==> src/rtl/sfif_rx_pkg.sv <==
// Shared types and constants for the RX capture FIFO unpacker.
// FSM encodings, DW0 decode bit positions and the skid entry layout.
package sfif_rx_pkg;

    localparam int unsigned DW_W  = 32;
    localparam int unsigned LEN_W = 11;

    localparam int unsigned FMT_4DW_BIT  = 29;
    localparam int unsigned FMT_DATA_BIT = 30;
    localparam int unsigned FMT_RSVD_BIT = 31;
    localparam int unsigned LEN_MSB      = 9;

    localparam logic [2:0] S_TS0  = 3'd0;
    localparam logic [2:0] S_TS1  = 3'd1;
    localparam logic [2:0] S_HDR0 = 3'd2;
    localparam logic [2:0] S_HDR  = 3'd3;
    localparam logic [2:0] S_PAY  = 3'd4;
    localparam logic [2:0] S_PAD  = 3'd5;
    localparam logic [2:0] S_ERR  = 3'd6;

    typedef struct packed {
        logic [DW_W-1:0]  data;
        logic             sop;
        logic             eop;
        logic [DW_W-1:0]  ts;
        logic [LEN_W-1:0] len;
    } sfif_word_t;

    localparam int unsigned WORD_W = $bits(sfif_word_t);

    // Payload DWs carried by a TLP; a zero length field means 1024.
    function automatic logic [LEN_W-1:0] pay_dw_of(input logic [DW_W-1:0] dw0);
        logic [LEN_W-1:0] pay;
        pay = '0;
        if (dw0[FMT_DATA_BIT]) begin
            pay = (dw0[LEN_MSB:0] == '0) ? LEN_W'(1024) : LEN_W'(dw0[LEN_MSB:0]);
        end
        return pay;
    endfunction

    function automatic logic [LEN_W-1:0] tlp_len_of(input logic [DW_W-1:0] dw0);
        return (dw0[FMT_4DW_BIT] ? LEN_W'(4) : LEN_W'(3)) + pay_dw_of(dw0);
    endfunction

endpackage

==> src/rtl/sfif_rx_unpack_if.sv <==
// Framed TLP DW stream with per-TLP sideband, valid/ready handshake.
interface sfif_rx_unpack_if;
    import sfif_rx_pkg::*;

    logic             out_valid;
    logic             out_ready;
    logic [DW_W-1:0]  out_data;
    logic             out_sop;
    logic             out_eop;
    logic [DW_W-1:0]  tlp_ts;
    logic [LEN_W-1:0] tlp_len;

    modport master (
        output out_valid, out_data, out_sop, out_eop, tlp_ts, tlp_len,
        input  out_ready
    );

    modport slave (
        input  out_valid, out_data, out_sop, out_eop, tlp_ts, tlp_len,
        output out_ready
    );

endinterface

==> src/rtl/sfif_skid2.sv <==
// Two-entry valid/ready buffer. Upstream never pushes into a full buffer, so
// there is no input ready; occupancy is exported for credit accounting.
module sfif_skid2 #(
    parameter int unsigned W = 8
) (
    input  logic         clk,
    input  logic         rst,
    input  logic         in_valid,
    input  logic [W-1:0] in_data,
    output logic         out_valid,
    input  logic         out_ready,
    output logic [W-1:0] out_data,
    output logic [1:0]   occupancy
);

    logic         v1;
    logic [W-1:0] d1;
    logic         pop;

    assign pop       = out_valid & out_ready;
    assign occupancy = 2'(out_valid) + 2'(v1);

    // Head entry drives the output directly; second entry only fills behind it.
    always_ff @(posedge clk or posedge rst) begin
        if (rst) begin
            out_valid <= 1'b0;
            out_data  <= '0;
            v1        <= 1'b0;
            d1        <= '0;
        end else begin
            case ({in_valid, pop})
                2'b10: begin
                    if (!out_valid) begin
                        out_valid <= 1'b1;
                        out_data  <= in_data;
                    end else begin
                        v1 <= 1'b1;
                        d1 <= in_data;
                    end
                end
                2'b01: begin
                    out_data  <= d1;
                    out_valid <= v1;
                    v1        <= 1'b0;
                end
                2'b11: begin
                    if (v1) begin
                        out_data <= d1;
                        d1       <= in_data;
                    end else begin
                        out_data <= in_data;
                    end
                end
                default: ;
            endcase
        end
    end

endmodule

==> src/rtl/sfif_rx_unpack.sv <==
// Drains the RX capture FIFO, strips timestamp and pad words from each record
// and emits the TLP DWs as a framed stream with timestamp/length sideband.
module sfif_rx_unpack
    import sfif_rx_pkg::*;
#(
    parameter int unsigned CNT_W = 16
) (
    input  logic               wb_clk,
    input  logic               rst,
    input  logic               empty,
    input  logic [DW_W-1:0]    rx32_data,
    output logic               rden,
    sfif_rx_unpack_if.master   st,
    output logic [CNT_W-1:0]   tlp_cnt,
    output logic [CNT_W-1:0]   dw_cnt,
    output logic               fmt_err,
    input  logic               clr
);

    logic [2:0]       state, state_nxt;
    logic             word_vld;
    logic [1:0]       hdr_left, hdr_left_nxt;
    logic [LEN_W-1:0] pay_left, pay_left_nxt;
    logic [LEN_W-1:0] len_q, len_nxt;
    logic [DW_W-1:0]  ts_q, ts_nxt;
    logic             fmt_err_nxt;
    logic             push;
    sfif_word_t       push_word;
    sfif_word_t       head;
    logic [WORD_W-1:0] head_bits;
    logic [1:0]       occ;
    logic [1:0]       credits_used;
    logic             acc;

    assign acc = st.out_valid & st.out_ready;

    // Credits are counted after this cycle's pop so a draining stream keeps 1 DW/cycle.
    assign credits_used = occ - 2'(acc) + 2'(word_vld);
    assign rden         = ~empty & (credits_used < 2'd2) & (state != S_ERR);

    always_ff @(posedge wb_clk or posedge rst) begin
        if (rst) begin
            state    <= S_TS0;
            word_vld <= 1'b0;
            hdr_left <= '0;
            pay_left <= '0;
            len_q    <= '0;
            ts_q     <= '0;
            fmt_err  <= 1'b0;
        end else begin
            state    <= state_nxt;
            word_vld <= rden & ~empty;
            hdr_left <= hdr_left_nxt;
            pay_left <= pay_left_nxt;
            len_q    <= len_nxt;
            ts_q     <= ts_nxt;
            fmt_err  <= fmt_err_nxt;
        end
    end

    // Record parser: advances once per FIFO word returned.
    always_comb begin
        state_nxt    = state;
        hdr_left_nxt = hdr_left;
        pay_left_nxt = pay_left;
        len_nxt      = len_q;
        ts_nxt       = ts_q;
        fmt_err_nxt  = fmt_err;
        push         = 1'b0;
        push_word    = '{data: rx32_data, sop: 1'b0, eop: 1'b0, ts: ts_q, len: len_q};

        if (clr) begin
            state_nxt   = S_TS0;
            fmt_err_nxt = 1'b0;
        end else if (word_vld) begin
            case (state)
                S_TS0: begin
                    ts_nxt    = rx32_data;
                    state_nxt = S_TS1;
                end
                S_TS1: state_nxt = S_HDR0;
                S_HDR0: begin
                    if (rx32_data[FMT_RSVD_BIT]) begin
                        state_nxt   = S_ERR;
                        fmt_err_nxt = 1'b1;
                    end else begin
                        len_nxt       = tlp_len_of(rx32_data);
                        hdr_left_nxt  = rx32_data[FMT_4DW_BIT] ? 2'd3 : 2'd2;
                        pay_left_nxt  = pay_dw_of(rx32_data);
                        push          = 1'b1;
                        push_word.sop = 1'b1;
                        push_word.len = len_nxt;
                        state_nxt     = S_HDR;
                    end
                end
                S_HDR: begin
                    push         = 1'b1;
                    hdr_left_nxt = hdr_left - 2'd1;
                    if (hdr_left == 2'd1) begin
                        if (pay_left == '0) begin
                            push_word.eop = 1'b1;
                            state_nxt     = len_q[0] ? S_PAD : S_TS0;
                        end else begin
                            state_nxt = S_PAY;
                        end
                    end
                end
                S_PAY: begin
                    push         = 1'b1;
                    pay_left_nxt = pay_left - LEN_W'(1);
                    if (pay_left == LEN_W'(1)) begin
                        push_word.eop = 1'b1;
                        state_nxt     = len_q[0] ? S_PAD : S_TS0;
                    end
                end
                S_PAD:   state_nxt = S_TS0;
                S_ERR:   ;
                default: state_nxt = S_TS0;
            endcase
        end
    end

    sfif_skid2 #(.W(WORD_W)) u_skid (
        .clk       (wb_clk),
        .rst       (rst),
        .in_valid  (push),
        .in_data   (push_word),
        .out_valid (st.out_valid),
        .out_ready (st.out_ready),
        .out_data  (head_bits),
        .occupancy (occ)
    );

    assign head        = sfif_word_t'(head_bits);
    assign st.out_data = head.data;
    assign st.out_sop  = head.sop;
    assign st.out_eop  = head.eop;
    assign st.tlp_ts   = head.ts;
    assign st.tlp_len  = head.len;

    // Saturating statistics; clr wins over a same-cycle increment.
    always_ff @(posedge wb_clk or posedge rst) begin
        if (rst) begin
            tlp_cnt <= '0;
            dw_cnt  <= '0;
        end else if (clr) begin
            tlp_cnt <= '0;
            dw_cnt  <= '0;
        end else if (acc) begin
            if (dw_cnt != '1) begin
                dw_cnt <= dw_cnt + CNT_W'(1);
            end
            if (st.out_eop && (tlp_cnt != '1)) begin
                tlp_cnt <= tlp_cnt + CNT_W'(1);
            end
        end
    end

endmodule

==> src/flat_wrapper.sv <==
// flat-port wrapper written by rule: the top's interface ports become plain ports
module sfif_rx_unpack_flat import sfif_rx_pkg::*;
#(
    parameter int unsigned CNT_W = 16
)
  (wb_clk, rst, empty, rx32_data, rden, tlp_cnt, dw_cnt, fmt_err, clr, st_out_valid, st_out_data, st_out_sop, st_out_eop, st_tlp_ts, st_tlp_len, st_out_ready);
  sfif_rx_unpack_if st_i ();
  input  logic wb_clk;
  input  logic rst;
  input  logic empty;
  input  logic [DW_W-1:0] rx32_data;
  output logic rden;
  output logic [CNT_W-1:0] tlp_cnt;
  output logic [CNT_W-1:0] dw_cnt;
  output logic fmt_err;
  input  logic clr;
  output wire logic [$bits(st_i.out_valid)-1:0] st_out_valid;
  output wire logic [$bits(st_i.out_data)-1:0] st_out_data;
  output wire logic [$bits(st_i.out_sop)-1:0] st_out_sop;
  output wire logic [$bits(st_i.out_eop)-1:0] st_out_eop;
  output wire logic [$bits(st_i.tlp_ts)-1:0] st_tlp_ts;
  output wire logic [$bits(st_i.tlp_len)-1:0] st_tlp_len;
  input wire logic [$bits(st_i.out_ready)-1:0] st_out_ready;
  assign st_out_valid = st_i.out_valid;
  assign st_out_data = st_i.out_data;
  assign st_out_sop = st_i.out_sop;
  assign st_out_eop = st_i.out_eop;
  assign st_tlp_ts = st_i.tlp_ts;
  assign st_tlp_len = st_i.tlp_len;
  assign st_i.out_ready = st_out_ready;
  sfif_rx_unpack #(.CNT_W(CNT_W)) u_core (.wb_clk(wb_clk), .rst(rst), .empty(empty), .rx32_data(rx32_data), .rden(rden), .st(st_i), .tlp_cnt(tlp_cnt), .dw_cnt(dw_cnt), .fmt_err(fmt_err), .clr(clr));
endmodule
==> config.mk <==
export PLATFORM = sky130hd
export DESIGN_NAME = sfif_rx_unpack_flat
export DESIGN_NICKNAME = d
export VERILOG_FILES = /design/src/rtl/sfif_rx_pkg.sv /design/src/rtl/sfif_rx_unpack_if.sv /design/src/rtl/sfif_skid2.sv /design/src/rtl/sfif_rx_unpack.sv /design/src/flat_wrapper.sv
export SDC_FILE = /design/constraint.sdc
export NUM_CORES = 1
export LEC_CHECK = 0
export CAP_MARGIN = 10
export CORE_MARGIN = 2
export CORE_UTILIZATION = 45
export CTS_CLUSTER_SIZE = 30
export DETAILED_ROUTE_END_ITERATION = 10
export PLACE_DENSITY = 0.72
export SETUP_SLACK_MARGIN = 0.5
export SYNTH_ARGS = -nofsm -noshare
export SYNTH_HDL_FRONTEND = slang
export SYNTH_SLANG_ARGS = --single-unit
export TNS_END_PERCENT = 30
==> constraint.sdc <==
create_clock -name wb_clk -period 7.4 [get_ports wb_clk]
set_input_delay 0.74 -clock wb_clk [delete_from_list [all_inputs] [get_ports wb_clk]]
set_output_delay 0.74 -clock wb_clk [all_outputs]
set_load 0.02 [all_outputs]
Word level (Yosys, flattened, before mapping)
Index checks and enable logic that the tools add are counted.

Output and inout bits: 112. Input port bits: 37. Flip-flop bits (word level): 249. Logic and storage cells: 127.

Eq/ne operators: 20. Mux-type cells: 53. $add $sub $neg: 8. Bitwise logic cells: 6. Order comparisons: 1. Reduce and logical (&&, ||, !) cells: 26.

Operators with widths (count): $mux 77 (4); $pmux 77 s3 (1); $pmux 77 s2 (1); $mux 11 (10); $mux 16 (6); $add 16x1->16 const B (2); $ne 16x16->1 const B (2); $mux 3 (8); $pmux 11 s2 (1); $reduce_bool 2->1 (10); $pmux 3 s6 (1); $mux 1 (13); $reduce_and 4->1 (3); $add 11x11->11 (1); $eq 11x1->1 const B (1); $logic_not 11->1 (1); $sub 11x1->11 const B (1); $logic_not 10->1 (1); $ne 2x2->1 const B (5); $reduce_and 3->1 (3); $pmux 1 s2 (4); $reduce_and 2->1 (4); $eq 3x2->1 const B (2); $eq 3x3->1 const B (2); 18 further kinds (27).

Longest topological paths before layout
Gate-level depths: netlist of run 1.

Word-level depth: 14. Gate-level depth with buffers: 12. Depth with buffers taken out: 10.

By module
Synthesis of run 1 repeated with hierarchy kept, for this count alone.

Cell total of the unflattened synthesis: 1009. Area total of the unflattened synthesis: 11484.8 um^2.

By module, submodules not included: sfif_skid2 (seq. area each 3903.7 um^2, area an instance 6550.0 um^2, times used 1, cells an instance 523); sfif_rx_unpack (seq. area each 2327.2 um^2, area an instance 4934.7 um^2, times used 1, cells an instance 486).

Worst setup path after synthesis of run 1
OpenSTA, ideal clock, no wires.

Path kind: in2out. Start: input st_out_ready. End: output rden. Required time: 6.660 ns. Path buffers: 0. Arrival time: 2.355 ns. Cell stages on the path: 8. Slack: 4.305 ns. Cells stage by stage: nand2_1 > inv_1 > ha_1 > inv_1 > ha_1 > a21oi_1 > xnor2_1 > a211oi_1.

Cells in the longest elaborated chain, start to end: 6.

Ends and longest elaborated chain: start: declaration (line flat_wrapper.sv:23) `input wire logic [$bits(st_i.out_ready)-1:0] st_out_ready;`; $and 1x1->1 (line sfif_rx_unpack.sv:35) `assign acc = st.out_valid & st.out_ready;`; $sub 2x1->2 (line sfif_rx_unpack.sv:38) `assign credits_used = occ - 2'(acc) + 2'(word_vld);`; $add 2x1->2 (line sfif_rx_unpack.sv:38); $lt 2x2->1 (line sfif_rx_unpack.sv:39) `assign rden = ~empty & (credits_used < 2'd2) & (state != S_ERR);`; $and 1x1->1 (2 in series) (line sfif_rx_unpack.sv:39); end: declaration (line flat_wrapper.sv:12) `output logic rden;`.

Every way passes these cells.

Worst setup path after layout of run 1
Same ends and word-level chain as after synthesis.

==> results.md, run 1 <==
* Crit path max-delay family: buffers and inverters
* WP data required at 6660 ps
* Die ar. at 26,450 µm²
* Gr usage total at 0.2088
* Final Power at 0.005215 W
* Starting DRT DRC Count at 665
* Clock transition at the registers of the reported paths at 60 ps
* Setup crit end kind: output pin
* Seq/Total Area, Yosys at 0.5503
* Fillers at 2,145
* Routed WL at 27,360 µm
* H-tree level count at 1
* Longest Clk Path Bufs at 3
* Synth unique cells at 66
* Final core utilization at 0.5589
* Syn_nets at 1,076
* Synth Flop Type: dfrtp_1
* Setup bufs post-CTS at 0
* Initial antenna violation count at 0
* Most common cell after layout, fill and taps aside: dfrtp_1
* Setup TNS at 0 ps
* Die Height at 162.6 µm
* Period minus WS final at 4526 ps
* R2R Path End: u_core.u_skid.out_data[8]
* Max Clock Skew at 17.48 ps
* Async set or reset register ratio after synthesis at 1.000
* CP cell instances: clkdlybuf4s50_1 > nand2_1 > inv_1 > ha_1 > inv_1 > ha_1 > a21oi_1 > xnor2_1 > a211oi_1 > clkdlybuf4s50_1
* Avg Vias per Cell at 5.668
* Nets at 1,197
* Ports at 149
* DRT Pass-1 Iters at 5
* Detailed-route wire length per cell at 18.30 µm
* F_max at 220.9 MHz
* Layout cells sized above 1 at 0.1571
* Crit path buffers/inverters at 4
* Syn_area_per_cell at 11.05 µm²
* Max-cap viol count at 0
* Clock root buffer: clkbuf_16
* Worst hold path type: register to register
* YS warnings at 0
* Number of enable flip-flop cells after synthesis at 0
* Endpoint, Worst Hold: u_core.len_q[4]
* Nature of the critical path startpoint: input port
* Peak VDD IR at 0.2540 mV
* CTS Hold Buffers Added at 0
* Final ANT Viol Nets at 0
* Critical Path Max Stage Delay at 670 ps
* Ant diodes at 0
* CTS buffer count at 26
* Total congestion overflow at 0
* Initial Util at 0.4536
* Relative slew slack at 0.3425
* Final hold vios at 0
* Outcome: finished, final reports clean
* Slowest cell on the critical path: clkdlybuf4s50_1
* Vias in the first global route at 8,282
* Fin. max-slew vios at 0
* Pwr Density at 373.8 nW/µm²
* CORE AREA at 24,960 µm²
* Leak at 5.934 nW
* Yosys reg bits at 249
* Number of port buffers at 148
* Hold depth at 2
* HP Start: u_core.len_q[4]
* CTS tree: done
* Final setup violation count at 0
* Cell area after synthesis at 11,320 µm²
* Least-Margin Pin Slew at 986.2 ps
* Largest net degree at the start of global routing at 80
* Crit Path Class: input port to output pin
* Commonest non-fill, non-tap cells in the layout: 249 x dfrtp_1, 201 x nor2_1, 148 x clkdlybuf4s50_1, 105 x mux2_2, 70 x a221oi_1
* RSZ-0062 raised after global routing: no
* Synth top area cells: dfrtp_1 55%, mux2_2 10%, nor2_1 6.7%
* Post-CTS Resized at 0
* Residual DRC count at 0
* DP HPWL at 17,230 µm
* Reg2Reg Launch Point: u_core.state[2]
* Reg2reg path depth at 11
* WP data arrival at 3790 ps
* Area Overhead vs Synth at 23.22%
* Area leader, netlist: dfrtp_1
* Clock sink total at 249
* Number of cell rows at 58
* Die X at 162.6 µm
* CP Max Fanout at 14
* Gpl congestion at 0.8513
* Mapped Cells at 1,025
* First-pass GRT wire length at 44,800 µm
* Synth top area share at 0.5503
* Worst R2R Setup Slack at 3630 ps
* Final period util at 0.6116
* Via count at 8,473
* Clock latency on the worst-skew pair at 530 ps
power by group:
part / switching [W] / total [W] / leakage, nW / internal [W]
Sequential: 0.000332 / 0.00216 / 3.17 / 0.00183
Clock: 0.000529 / 0.00135 / 0.444 / 0.000820
Combinational: 0.000901 / 0.00170 / 2.32 / 0.000803
Total: 0.00176 / 0.00521 / 5.93 / 0.00345
cell type report:
type | instances | area, µm² | share of cell area
clock inverters | 10 | 138.9 | 0.009954
repair buffers | 159 | 1564 | 0.1121
clock buffers | 37 | 762.0 | 0.05461
multi-input cells | 684 | 4742 | 0.3399
flip-flops and latches | 249 | 6231 | 0.4466
inverters | 26 | 101.3 | 0.007264
well taps | 330 | 412.9 | 0.02959
sequential cells by signal, summed over array words and instances (netlist names), 2 cells and up:
name	cells
u_core.ts_q	32
u_core.hdr_left	2
u_core.u_skid.out_data	77
u_core.pay_left	11
u_core.state	3
u_core.tlp_cnt	16
u_core.len_q	11
u_core.u_skid.d1	77
u_core.dw_cnt	16
tightest hold or removal path, stage by stage (launching register included):
cell and delay, ps:
dfrtp_1 320, a2bb2oi_1 90, inv_1 50
routing by layer:
metal  wire [µm]  track usage  up-vias
met1       12100       0.2893     4246
met3        1947      0.04635       48
met2       12650       0.3364      255
met5           0            0        -
li1            -            -     3924
met4         652      0.05149        0
worst max-delay path by stage:
stage                            start          endpoint  slack [ps]  cells after the start
after floorplan                    rst  u_core.dw_cnt[0]        3390                      1
after global placement    st_out_ready              rden        2860                     10
after detailed placement  st_out_ready              rden        2850                     10
after CTS                 st_out_ready              rden        2840                     10
after global routing      st_out_ready              rden        2620                     10
final                     st_out_ready              rden        2870                     10
synthesized netlist by cell type (5+ instances only):
cell       number
a31oi_1         9
a22oi_1         7
xor2_1          8
nor3_1         12
clkbuf_1       40
and3_1          5
and4_1          5
nand3_1        16
ha_1           13
dfrtp_1       249
nor4_1          7
inv_1          26
nor2_1        202
a211oi_1       11
a21oi_1        30
buf_2          21
nand4_1         5
a221oi_1       70
nand2_1        29
xnor2_1        26
nor2b_1        10
mux2_2        105
a2111oi_0       5
o21ai_0        29
logic make-up (layout without fill, tap and decap cells):
| family | Yosys count | after routing | synth area share |
|---|---|---|---|
| buffers and inverters | 92 | 232 | 0.03414 |
| and+or+nand+nor | 322 | 322 | 0.1304 |
| AOI/OAI and AO/OA | 203 | 203 | 0.1328 |
| adders and majority gates | 14 | 14 | 0.01613 |
| muxes | 111 | 111 | 0.1099 |
| DFF | 249 | 249 | 0.5503 |
| xor gates and xnor gates | 34 | 34 | 0.02630 |
through the flow:
stage	hold WS, ps	std cells	area (µm²)	worst slack [ps]
3_3_place_gp	473.8	1447	13040	2865
2_1_floorplan	449.1	1025	11330	3386
4_1_cts	501.8	1494	13940	2837
6_report	497.8	1495	13950	2874
3_5_place_dp	484.1	1447	13040	2852
5_1_grt	519.3	1495	13950	2623
No activity file was read; power rests on OpenSTA's default activity.
==> run 2, diff against run 1 <==
Settings changed: PLACE_DENSITY 0.72 to 0.69.
Clock period 7.4 ns to 4.6 ns, I/O delays scaled along.
==> run 2 against run 1 <==
  * Largest power group unchanged
  * Worst hold slack lost 59 ps
  * Largest cell class unchanged
  * Utilization is 0.88 points higher
  * Via count barely moved
  * Critical path type is now register to output pin
==> results.md, run 2 (synthesis results as in run 1) <==
* Outcome: finished, final reports clean
* Max Clock Skew at 11.60 ps
* Vias in the first global route at 8,464
* Initial Util at 0.4536
* RSZ-0062 raised after global routing: no
* Clock transition at the registers of the reported paths at 60 ps
* Crit path buffers/inverters at 4
* Ant diodes at 0
* Gr usage total at 0.2101
* Commonest non-fill, non-tap cells in the layout: 249 x dfrtp_1, 201 x nor2_1, 148 x clkdlybuf4s50_1, 105 x mux2_2, 70 x a221oi_1
* Top sig layer: met4
* DRT Pass-1 Iters at 5
* DR WL met3 at 1910 µm
* Share of power burned in registers at 0.398
* Gpl congestion at 0.8347
* CP Launch Point: u_core.u_skid.out_valid
* Worst setup endpoint: rden
* Via count at 8,477
* Slowest cell on the critical path: clkdlybuf4s50_1
* Final hold vios at 0
* Least-Margin Pin Slew at 1085 ps
* Die ar. at 26,450 µm²
* WP data arrival at 3380 ps
* DRT met1 WL at 12,370 µm
* Routed WL at 27,510 µm
* Total congestion overflow at 0
* Most common cell after layout, fill and taps aside: dfrtp_1
* Final ANT Viol Nets at 0
* WP data required at 4140 ps
* WP depth at 10
* Die X at 162.6 µm
* Fin. max-slew vios at 0
* CP cell instances: nand2_1 > buf_4 > inv_1 > ha_1 > inv_1 > ha_1 > a21oi_1 > xnor2_1 > a211oi_1 > clkdlybuf4s50_1
* Sw power at 0.002897 W
* Critical Path Max Stage Delay at 660 ps
* Reg2reg path depth at 10
* Clock latency on the worst-skew pair at 530 ps
* Longest Clk Path Bufs at 3
* Final period util at 0.8337
* Clock share of power at 0.284
* Clock root buffer: clkbuf_16
* Number of port buffers at 148
* Layout cells sized above 1 at 0.1638
* Setup bufs post-CTS at 0
* Int Pwr at 0.005820 W
* R2R Path End: u_core.u_skid.out_data[70]
* Nets at 1,201
* Period minus WS final at 3835 ps
* Final WS setup at 765.0 ps
* Residual DRC count at 0
* Biggest regs: u_core.u_skid.d1 (77), u_core.u_skid.out_data (77), u_core.ts_q (32)
* Met2 wire length at 12,680 µm
* Setup TNS at 0 ps
* CP Max Fanout at 14
* Post-CTS Resized at 0
* Starting DRT DRC Count at 688
* Final Power at 0.008717 W
* Detailed-route wire length per cell at 18.32 µm
* Relative slew slack at 0.2719
* Max-cap viol count at 0
* Crit path max-delay family: buffers and inverters
* Reg2Reg Launch Point: u_core.state[2]
* Setup crit end kind: output pin
* Pwr Density at 615.1 nW/µm²
* DP HPWL at 17,030 µm
* Clock sink total at 249
* Largest net degree at the start of global routing at 148
* Final setup violation count at 0
* CTS tree: done
* Worst R2R Setup Slack at 1250 ps
* Number of cell rows at 58
* Sw Share at 0.3323
* Peak VDD IR at 0.4898 mV
* Die Height at 162.6 µm
* Leak at 6.030 nW
* Crit Path Class: register to output pin
* Worst hold path type: input port to asynchronous set/reset pin
* Comb pwr share at 0.318
* Avg Vias per Cell at 5.644
* CTS buffer count at 28
* Area Overhead vs Synth at 25.16%
* F_max at 260.8 MHz
* Final core utilization at 0.5677
* Nature of the critical path startpoint: register
* H-tree level count at 1
* First-pass GRT wire length at 45,030 µm
* Setup WS pre-CTS at 962.5 ps
* CTS Hold Buffers Added at 0
* Ports at 149
* CORE AREA at 24,960 µm²
* Initial antenna violation count at 0
-- run 2: cell count changes in the layout (fill, tap and decap cells not counted), sizes merged --
cell | previous run | this run
buf | 11 | 13
bufinv | 3 | 6
clkbuf | 37 | 36
clkinvlp | 2 | 4
inv | 25 | 26
-- run 2: power groups by stage --
stage                     Sequential [W]  Combinational, W  Clock [W]
final                            0.00347           0.00277    0.00247
after global routing             0.00358           0.00302    0.00261
after CTS                        0.00347           0.00280    0.00252
after detailed placement         0.00349           0.00279          0
after global placement           0.00346           0.00275          0
after floorplan                  0.00378           0.00126          0
-- run 2: layout make-up --
class | count | area [µm²]
clock inverter | 16 | 241.5
inverter | 26 | 101.3
multi-input combinational | 684 | 4742
fill | 2147 | 10790
clock buffer | 36 | 802.0
tap | 330 | 412.9
sequential | 249 | 6231
timing repair buffer | 161 | 1642
-- run 2: per-stage QoR --
| stage | area [µm²] | hold slack, ps | std cells |
|---|---|---|---|
| 6_report | 14170 | 438.7 | 1502 |
| 5_1_grt | 14170 | 512.5 | 1502 |
| 4_1_cts | 14170 | 498.1 | 1502 |
| 3_5_place_dp | 13130 | 482.2 | 1450 |
| 3_3_place_gp | 13130 | 479.9 | 1450 |
| 2_1_floorplan | 11330 | 449.1 | 1025 |
-- run 2: per-layer routing --
layer | global-route usage | up-vias
met3 | 0.04176 | 44
met2 | 0.3373 | 250
met5 | 0 | -
met4 | 0.05511 | 0
met1 | 0.2939 | 4223
li1 | - | 3960
-- run 2: worst register-to-register path, cell delays in order (launching register included) --
cell,delay [ps]
dfrtp_1,620
nor3b_4,510
a21oi_1,180
or2_2,330
inv_1,90
ha_1,210
a21oi_1,120
nor2_4,80
buf_4,720
a221oi_1,270
nor2_1,150
-- run 2: how the worst min path moves through the flow --
stage	from	end	slack (ps)	cells after the start
2_1_floorplan	u_core.len_q[4]	u_core.len_q[4]	450	2
3_3_place_gp	u_core.len_q[4]	u_core.len_q[4]	480	2
3_5_place_dp	u_core.len_q[4]	u_core.len_q[4]	480	2
4_1_cts	rst	u_core.u_skid.out_data[38]	500	3
5_1_grt	u_core.len_q[6]	u_core.len_q[6]	510	2
6_report	rst	u_core.u_skid.out_data[42]	440	3
==> run 3, diff against run 2 <==
Settings changed: PLACE_DENSITY 0.69 to 0.72.
Clock period 4.6 ns to 3.34 ns, I/O delays scaled along.
==> run 3 against run 2 <==
  * Critical path type is now register to register
  * Register-to-register slack worse by 610 ps
  * Final area increased by 0.34%
  * Final cell count grew 0.73%
  * Worst hold slack worse by 140 ps
  * Global-route usage is 0.44 points higher
  * Critical endpoint is now u_core.u_skid.out_data[0]
  * Via count is 2.2% higher
  * First-iteration DRC count rose by 7.1%
  * Sequential share of layout area down 0.14 points
  * Clock power is 23% higher
  * Wire length rose by 2.4%
  * Sequential power increased by 37%
  * Largest power group unchanged
==> results.md, run 3 (synthesis results as in run 1) <==
* Outcome: finished, final reports clean
* CP Max Fanout at 33
* Avg Vias per Cell at 5.727
* Met3 Use GR at 0.04558
* Peak VDD IR at 0.6137 mV
* Worst setup endpoint: u_core.u_skid.out_data[0]
* Gpl congestion at 0.8790
* Ant diodes at 0
* Longest Clk Path Bufs at 3
* Routed WL at 28,160 µm
* Die Height at 162.6 µm
* Clock transition at the registers of the reported paths at 60 ps
* Nature of the critical path startpoint: register
* WP data required at 3740 ps
* Clock latency on the worst-skew pair at 530 ps
* Biggest regs: u_core.u_skid.d1 (77), u_core.u_skid.out_data (77), u_core.ts_q (32)
* Number of port buffers at 148
* Reg2Reg Launch Point: u_core.state[1]
* Most common cell after layout, fill and taps aside: dfrtp_1
* Setup crit end kind: register
* CTS buffer count at 26
* Max Clock Skew at 9.851 ps
* F_max at 370.4 MHz
* Die ar. at 26,450 µm²
* Final ANT Viol Nets at 0
* Crit Path Class: register to register
* DRT Pass-1 Iters at 7
* Detailed-route wire length per cell at 18.61 µm
* Period minus WS final at 2700 ps
* R2R Path End: u_core.u_skid.out_data[0]
* CTS tree: done
* Nets at 1,216
* Via count at 8,665
* Starting DRT DRC Count at 737
* Met2 Use GR at 0.3441
* RSZ-0062 raised after global routing: no
* Final hold vios at 0
* Fin. max-slew vios at 0
* Leak at 6.060 nW
* Final WS setup at 640.2 ps
* Met1 usage in global routing at 0.2953
* Crit path max-delay family: compound AO/OA/AOI/OAI gates
* CP Launch Point: u_core.state[1]
* Gr usage total at 0.2145
* Area Overhead vs Synth at 25.59%
* WP data arrival at 3100 ps
* Critical Path Max Stage Delay at 530 ps
* Reg2reg path depth at 9
* Vias in the first global route at 8,798
* H-tree level count at 1
* Setup WS pre-CTS at 394.9 ps
* Initial Util at 0.4536
* Residual DRC count at 0
* First-pass GRT wire length at 45,840 µm
* Worst R2R Setup Slack at 640 ps
* Final Power at 0.01169 W
* Clock root buffer: clkbuf_16
* CORE AREA at 24,960 µm²
* Initial antenna violation count at 0
* Slowest cell on the critical path: dfrtp_1
* WP depth at 9
* Total congestion overflow at 0
* Commonest non-fill, non-tap cells in the layout: 248 x dfrtp_1, 201 x nor2_1, 147 x clkdlybuf4s50_1, 105 x mux2_2, 70 x a221oi_1
* Worst hold path type: input port to asynchronous set/reset pin
* CP cell instances: nor2b_2 > a21oi_2 > or2_2 > ha_1 > a21oi_1 > nor2_4 > buf_4 > a221oi_1 > nor2_1
* Clock sink total at 249
* Setup bufs post-CTS at 0
* Number of cell rows at 58
* Setup TNS at 0 ps
* DP HPWL at 18,140 µm
* Max-cap viol count at 0
* Die X at 162.6 µm
* Layout cells sized above 1 at 0.1741
* Relative slew slack at 0.2686
* Least-Margin Pin Slew at 1090 ps
* Final setup violation count at 0
* Ports at 149
* Pwr Density at 822.0 nW/µm²
* Final period util at 0.8083
* Crit path buffers/inverters at 1
* GRT Max-Usage Layer: met2
* Largest net degree at the start of global routing at 123
-- run 3: changes by cell type in the layout (fill, tap and decap cells not counted), sizes merged, moves of 2 or more --
| cell | delta |
|---|---|
| bufinv | -3 |
| clkbuf | +2 |
| buf | +17 |
| clkinv | -2 |
-- run 3: repair_timing --
item	CTS	global route
pin swaps	0	0
hold buffers	0	0
gates resized for setup	1	7
setup endpoints to repair	1	148
-- run 3: through the flow --
| step | instance area [µm²] | hold slack (ps) | util | std cells |
|---|---|---|---|---|
| floorplan | 11330 | 400.8 | - | 1025 |
| global placement | 13310 | 466.8 | 0.5330 | 1467 |
| detailed placement | 13310 | 485.4 | 0.5330 | 1467 |
| CTS | 14210 | 331.4 | 0.5694 | 1513 |
| global route | 14220 | 372.3 | 0.5697 | 1513 |
| finish | 14220 | 298.0 | 0.5697 | 1513 |
-- run 3: worst min-delay path by stage --
stage,cells after the start,end,startpoint
after floorplan,1,u_core.word_vld,empty
after global placement,2,u_core.len_q[6],u_core.len_q[6]
after detailed placement,2,u_core.len_q[4],u_core.len_q[4]
after CTS,3,u_core.u_skid.d1[38],rst
after global routing,3,u_core.u_skid.d1[38],rst
final,3,u_core.ts_q[27],rst
-- run 3: routing by layer --
metal | vias up | share of wire
met5 | - | 0
met4 | 0 | 0.027
met3 | 50 | 0.066
met2 | 264 | 0.47
met1 | 4381 | 0.44
li1 | 3970 | -
-- run 3: final cells by class --
type | instances | area, µm²
fillers | 2126 | 10740
multi-input cells | 684 | 4748
inverters | 26 | 101.3
flip-flops and latches | 249 | 6232
clock buffers | 37 | 772.0
well taps | 330 | 412.9
clock inverters | 9 | 136.4
repair buffers | 178 | 1818
-- run 3: power breakdown --
group / internal, W / leakage (nW) / total (W) / switching [W]
combinational: 0.00184 / 2.45 / 0.00389 / 0.00205
sequential: 0.00405 / 3.17 / 0.00477 / 0.000719
clock: 0.00184 / 0.443 / 0.00303 / 0.00119
total: 0.00773 / 6.06 / 0.0117 / 0.00396
-- run 3: worst register-to-register path, stage by stage (launching register included) --
cell and delay, ps:
dfrtp_1 530, nor2b_2 310, a21oi_2 120, or2_2 300, ha_1 240, a21oi_1 230, nor2_4 70, buf_4 260
a221oi_1 460, nor2_1 70
